`config.mk`:
```
export PLATFORM = sky130hd
export DESIGN_NAME = retire_unit
export DESIGN_NICKNAME = d
export VERILOG_FILES = /design/src/rtl/retire_unit_pkg.sv /design/src/rtl/retire_unit_store_if.sv /design/src/rtl/retire_unit.sv
export SDC_FILE = /design/constraint.sdc
export NUM_CORES = 1
export LEC_CHECK = 0
export BUFFER_PORTS_ARGS = -buffer_cell sky130_fd_sc_hd__buf_4
export CORE_AREA = 3 3 131 133
export DETAILED_ROUTE_END_ITERATION = 6
export DIE_AREA = 0 0 134 136
export GPL_ROUTABILITY_DRIVEN = 0
export PLACE_DENSITY = 0.77
export REMOVE_ABC_BUFFERS = 1
export SKIP_CTS_REPAIR_TIMING = 1
export SLEW_MARGIN = 20
export SYNTH_ARGS = -nofsm -noshare
export SYNTH_HDL_FRONTEND = slang
export SYNTH_SLANG_ARGS = --single-unit
```
`constraint.sdc`:
```
create_clock -name i_clock -period 11.49 [get_ports i_clock]
set_clock_uncertainty 0.1 [all_clocks]
set_input_delay 3.447 -clock i_clock [delete_from_list [all_inputs] [get_ports i_clock]]
set_output_delay 3.447 -clock i_clock [all_outputs]
set_load 0.005 [all_outputs]
```
`src/rtl/retire_unit_pkg.sv`:
```
// Shared types for the retire stage: ROB head packet, free-list and arch-map
// update packets, retire state encoding and memory access sizes.
`ifndef XLEN
`define XLEN 32
`endif

package retire_unit_pkg;

    localparam int XLEN  = `XLEN;
    localparam int PRF_W = 6;

    typedef logic [31:0] INST;

    typedef struct packed {
        logic             valid;
        logic [PRF_W-1:0] idx;
    } TAG;

    typedef struct packed {
        logic            retire_en;
        TAG              retire_t;
        TAG              retire_t_old;
        INST             inst;
        logic            halt;
        logic            wr_mem;
        logic [4:0]      dest_reg_idx;
        logic [XLEN-1:0] NPC;
        logic [XLEN-1:0] result;
        logic [XLEN-1:0] rs2_value;
        logic            take_branch;
    } ROB_IR_PACKET;

    typedef struct packed {
        logic free_en;
        TAG   free_tag;
    } IR_FL_PACKET;

    typedef struct packed {
        logic       wr_en;
        logic [4:0] reg_idx;
        TAG         tag;
    } IR_MAP_PACKET;

    typedef enum logic [1:0] {
        IDLE    = 2'd0,
        ST_REQ  = 2'd1,
        ST_DONE = 2'd2,
        HALTED  = 2'd3
    } retire_state_e;

    typedef enum logic [1:0] {
        MEM_BYTE = 2'b00,
        MEM_HALF = 2'b01,
        MEM_WORD = 2'b10
    } MEM_SIZE;

endpackage

```
`src/rtl/retire_unit_store_if.sv`:
```
// Store handshake for the retire stage: latches the store at start, holds
// mem_req until mem_ack, then reports one ST_DONE cycle so the top can commit.
module retire_store_if
    import retire_unit_pkg::*;
(
    input  logic            i_clock,
    input  logic            i_reset,
    input  logic            i_start,
    input  logic [XLEN-1:0] i_addr,
    input  logic [XLEN-1:0] i_data,
    input  logic [1:0]      i_size,
    input  logic            i_mem_ack,
    output logic            o_mem_req,
    output logic [XLEN-1:0] o_mem_addr,
    output logic [XLEN-1:0] o_mem_data,
    output logic [1:0]      o_mem_size,
    output logic            o_busy,
    output logic            o_store_done
);

    retire_state_e r_state;
    retire_state_e w_nextState;

    always_ff @(posedge i_clock or posedge i_reset) begin
        if (i_reset) begin
            r_state <= IDLE;
        end else begin
            r_state <= w_nextState;
        end
    end

    // An ack arriving while IDLE (e.g. after a reset mid-store) is ignored.
    always_comb begin
        w_nextState  = r_state;
        o_mem_req    = 1'b0;
        o_busy       = 1'b0;
        o_store_done = 1'b0;
        case (r_state)
            IDLE: begin
                if (i_start) w_nextState = ST_REQ;
            end
            ST_REQ: begin
                o_mem_req = 1'b1;
                o_busy    = 1'b1;
                if (i_mem_ack) w_nextState = ST_DONE;
            end
            ST_DONE: begin
                o_busy       = 1'b1;
                o_store_done = 1'b1;
                w_nextState  = IDLE;
            end
            default: w_nextState = IDLE;
        endcase
    end

    always_ff @(posedge i_clock or posedge i_reset) begin
        if (i_reset) begin
            o_mem_addr <= '0;
            o_mem_data <= '0;
            o_mem_size <= '0;
        end else if (i_start) begin
            o_mem_addr <= i_addr;
            o_mem_data <= i_data;
            o_mem_size <= i_size;
        end
    end

endmodule

```
`src/rtl/retire_unit.sv`:
```
// In-order retire stage: commits the ROB head, frees the old tag, updates the
// arch map, sequences stores, raises flush on taken branches and stops on halt.
module retire_unit
    import retire_unit_pkg::*;
#(
    parameter int CNT_W = 64
) (
    input  logic               i_clock,
    input  logic               i_reset,
    input  ROB_IR_PACKET       i_rob_ir_packet,
    output logic               o_ir_stall,
    output IR_FL_PACKET        o_ir_fl_packet,
    output IR_MAP_PACKET       o_ir_map_packet,
    output logic               o_mem_req,
    output logic [XLEN-1:0]    o_mem_addr,
    output logic [XLEN-1:0]    o_mem_data,
    output logic [1:0]         o_mem_size,
    input  logic               i_mem_ack,
    output logic               o_flush,
    output logic [XLEN-1:0]    o_redirect_pc,
    output logic               o_halted,
    output logic [CNT_W-1:0]   o_retire_count
);

    retire_state_e w_state;
    logic          w_storeStart;
    logic          w_storeBusy;
    logic          w_storeDone;
    logic          w_commit;
    logic          w_takeFlush;
    logic          w_unused;

    IR_FL_PACKET   r_flPacket;
    IR_MAP_PACKET  r_mapPacket;
    logic          r_flush;
    logic [XLEN-1:0]  r_redirectPc;
    logic          r_halted;
    logic [CNT_W-1:0] r_count;

    assign w_unused = ^{i_rob_ir_packet.NPC, i_rob_ir_packet.inst[31:14],
                        i_rob_ir_packet.inst[11:0]};

    retire_store_if u_store (
        .i_clock      (i_clock),
        .i_reset      (i_reset),
        .i_start      (w_storeStart),
        .i_addr       (i_rob_ir_packet.result),
        .i_data       (i_rob_ir_packet.rs2_value),
        .i_size       (i_rob_ir_packet.inst[13:12]),
        .i_mem_ack    (i_mem_ack),
        .o_mem_req    (o_mem_req),
        .o_mem_addr   (o_mem_addr),
        .o_mem_data   (o_mem_data),
        .o_mem_size   (o_mem_size),
        .o_busy       (w_storeBusy),
        .o_store_done (w_storeDone)
    );

    // The cycle after a flush the ROB head is stale, so nothing may commit.
    always_comb begin
        w_state      = IDLE;
        o_ir_stall   = 1'b0;
        w_storeStart = 1'b0;
        if (r_halted)         w_state = HALTED;
        else if (w_storeDone) w_state = ST_DONE;
        else if (w_storeBusy) w_state = ST_REQ;
        case (w_state)
            IDLE: begin
                if (r_flush) begin
                    o_ir_stall = 1'b1;
                end else if (i_rob_ir_packet.retire_en && i_rob_ir_packet.wr_mem) begin
                    o_ir_stall   = 1'b1;
                    w_storeStart = 1'b1;
                end
            end
            ST_REQ:  o_ir_stall = 1'b1;
            ST_DONE: o_ir_stall = 1'b0;
            HALTED:  o_ir_stall = 1'b1;
            default: o_ir_stall = 1'b1;
        endcase
    end

    assign w_commit    = i_rob_ir_packet.retire_en && !o_ir_stall;
    assign w_takeFlush = w_commit && i_rob_ir_packet.take_branch && !i_rob_ir_packet.halt;

    always_ff @(posedge i_clock or posedge i_reset) begin
        if (i_reset) begin
            r_flPacket   <= '0;
            r_mapPacket  <= '0;
            r_flush      <= 1'b0;
            r_redirectPc <= '0;
            r_halted     <= 1'b0;
            r_count      <= '0;
        end else begin
            r_flPacket  <= '0;
            r_mapPacket <= '0;
            r_flush     <= w_takeFlush;
            if (w_commit) begin
                r_flPacket.free_en   <= i_rob_ir_packet.retire_t_old.valid;
                r_flPacket.free_tag  <= i_rob_ir_packet.retire_t_old;
                r_mapPacket.wr_en    <= i_rob_ir_packet.retire_t.valid &&
                                        (i_rob_ir_packet.dest_reg_idx != 5'd0);
                r_mapPacket.reg_idx  <= i_rob_ir_packet.dest_reg_idx;
                r_mapPacket.tag      <= i_rob_ir_packet.retire_t;
                r_count              <= r_count + CNT_W'(1);
                if (i_rob_ir_packet.halt) r_halted <= 1'b1;
            end
            if (w_takeFlush) r_redirectPc <= i_rob_ir_packet.result;
        end
    end

`ifndef SYNTHESIS
    // The ROB holds its head while stalled, so retire_en cannot drop in ST_DONE.
    headHeldInStDone: assert property (@(posedge i_clock) disable iff (i_reset)
        w_storeDone |-> i_rob_ir_packet.retire_en);
`endif

    assign o_ir_fl_packet  = r_flPacket;
    assign o_ir_map_packet = r_mapPacket;
    assign o_flush         = r_flush;
    assign o_redirect_pc   = r_redirectPc;
    assign o_halted        = r_halted;
    assign o_retire_count  = r_count;

endmodule

```
==> results.yml <==
power:
  p_seq_share_pct: 44.2
  leakage_nw: 5.247
  switching_share_pct: 27.15
  clkPwrFrac_pct: 27.6
  p_per_area_nw_per_um2: 203.0
  ir_drop_mv: 0.1056
  power_frac_comb_pct: 28.3
  power_switching_uw: 582.6
  p_int_mw: 1.563
drt:
  first_pass_iters: 4
  ant_nets: 0
  drt_iter0_markers: 210
  drt-total-wl_mm: 20.04
  vias: 5611
  routedWlPerCell_um: 18.49
  drc: 0
  vias_per_cell: 5.176
synthesis:
  ys_async_sr_fraction_pct: 100.0
  synth_edf_count: 0
  synth_seq_cells: 186
  syn_area_um2: 7680
  ys.flop_type: "dfrtp_1"
  netlist.area_leader.share_pct: 60.61
  ys.warnings.count: 0
  yosysUniqueCellTypes: 50
  avgSynthCellArea_um2: 13.43
  synth_top_cell_by_area: "dfrtp_1"
  ys_seq_area_share_pct: 60.61
  ys_top_cells_by_area: "dfrtp_1, mux2_2, xor2_1, xnor2_1, and2_1"
  netlist_instances: 572
setup_path:
  reg2reg_to: "o_retire_count[51]"
  crit_type: "input port to output port"
  worstPathBufferInverterCount: 2
  rrSetupSlack_ps: 8670
  timing.critical_path.to: "o_ir_stall"
  crit_path_cell_trace: "buf_4, a21oi_1, maj3_1, nand2b_1, buf_4"
  path_max_fanout: 4
  cp_top_family: "adder cells"
  cp-end-kind: "output port"
  rr_worst_depth: 5
  cp.required_ps: 7940
  slowest_delay_ps: 360
  reg2reg_from: "o_halted"
  slowest_stage: "maj3_1"
  worstSetupStartpointType: "input port"
  cp_num_cells: 5
  startpoint: "i_rob_ir_packet[102]"
  critPathMostFrequentCell: "buf_4"
  critical_path_arrival_ps: 4180
timing:
  finalCritPeriodShare_pct: 67.23
  slew_headroom_pct: 37.81
  finalHoldViolCount: 0
  totalNegativeSetupSlack_ps: 0
  worst_pin_slew_ps: 932.9
  final-setup-viol-count: 0
  fmax_mhz: 129.5
  maxSlewViolCount: 0
  rsz0062_at_grt: "false"
  min_period_ps: 7725
run:
  cap_viol_max_count: 0
cells_and_area:
  area_growth_pct: 37.63
  final_cell_mix: "buf_4, dfrtp_1, mux2_2, xor2_1, xnor2_1"
  drive_gt1_share_pct: 49.37
  fin_area_um2: 10570
  final_common_cell: "buf_4"
  fin_nets: 1009
  fill_cells: 1209
place:
  io_buffers: 278
  hpwlAfterDp_mm: 14.88
  post_dp_cell_area_um2: 9963
global_routing:
  grt_pass1_wl_mm: 31.26
  grt_max_degree: 105
  grt_pass1_vias: 5666
  grt.overflow.total: 0
  antenna_found_initial: 1
  gr-usage-all-layers_pct: 22.03
die:
  dieArea_um2: 18220
  die_w_um: 134
  initial_core_util_pct: 48.17
  num_rows: 46
  die_h_um: 136
  design.core.area_um2: 15940
  pin_count: 341
worst_hold_path:
  hp-class: "flop to flop"
  min_path_cells: 1
clocking:
  clkTransAtPathRegs_ps: 70
  clk_latency_ps: 420
  cts_inserted_buffers: 17
  cts_tree: "yes"
  root_buffer: "clkbuf_16"
  cts_sinks: 186
  cts_buffer_depth: 2
  h-tree-depth: 4
status:
  status: "finished clean"
flip-flops by register name (all words and copies together), names as in the netlist:
name                count
u_store.o_mem_data     32
u_store.o_mem_addr     32
o_halted                1
o_ir_map_packet        13
u_store.r_state         2
u_store.o_mem_size      2
o_ir_fl_packet          7
o_redirect_pc          32
o_flush                 1
o_retire_count         64
Yosys cell counts, drive strengths merged, types with 2 or more instances:
cell type    n
xnor2       31
or4          2
dfrtp      186
xor2        33
buf         17
nor2b        2
nor4        14
and2        24
and4         4
or2          2
mux2       100
nand4       25
or3          4
a21oi        2
nor3        15
nand2       27
inv          9
nand3       26
and3         8
clkbuf       2
nor2        26
worst register-to-register path, stage by stage (launching register included):
cell and delay (ps):
dfrtp_1 420, and2b_1 310, a22o_1 790, nand4_4 450, nor4_1 500, xor2_1 180
cells by family (layout without fill, tap and decap cells):
kind of cell / count (synthesis) / count (layout) / share of synthesized area, %
compound gates: 7 / 7 / 0.7495
xor+xnor: 64 / 64 / 7.397
fa+ha+maj: 2 / 2 / 0.2932
buf+inv: 28 / 323 / 1.857
flops: 186 / 186 / 60.61
mux: 100 / 100 / 14.66
other cells: 0 / 1 / 0
simple gates: 185 / 185 / 14.44
power groups by stage:
stage / sequential, mW / clock (mW) / combinational, mW
floorplan: 0.963 / 0 / 0.211
global placement: 0.945 / 0 / 0.602
detailed placement: 0.961 / 0 / 0.616
CTS: 0.950 / 0.601 / 0.619
global route: 0.973 / 0.630 / 0.650
finish: 0.948 / 0.591 / 0.607
worst min path at each step:
stage	startpoint	to
floorplan	o_retire_count[63]	o_retire_count[63]
global placement	o_retire_count[63]	o_retire_count[63]
detailed placement	o_retire_count[63]	o_retire_count[63]
CTS	o_retire_count[63]	o_retire_count[63]
global route	o_retire_count[63]	o_retire_count[63]
finish	o_retire_count[63]	o_retire_count[63]
through the flow:
step,instances,total power [mW],utilization (%),setup slack (ps),hold slack (ps)
after floorplan,553,1.174,-,2886,364.7
after global placement,1051,1.547,62.49,3750,361.9
after detailed placement,1051,1.577,62.49,3764,371.4
after CTS,1083,2.169,66.26,3763,380.3
after global routing,1084,2.253,66.30,3735,405.5
final,1084,2.146,66.30,3765,377.6
area by class of cell:
cell class	instances	area (µm²)	share of cell area [%]
timing repair buffer	282	2121	20.06
tap	216	270.3	2.557
multi-input combinational	358	2883	27.27
antenna	1	2.502	0.02367
sequential	186	4654	44.03
clock inverter	14	161.4	1.527
inverter	9	38.79	0.3670
clock buffer	18	439.2	4.155
metal layers:
layer | global-route usage, % | up-vias | part of all wire [%]
met1 | 26.94 | 2788 | 39
li1 | - | 2575 | -
met5 | 0 | - | 0
met2 | 37.37 | 220 | 51
met4 | 7.829 | 0 | 2.3
met3 | 6.551 | 28 | 7.7
Note: power is estimated with default switching activity, not from simulation.
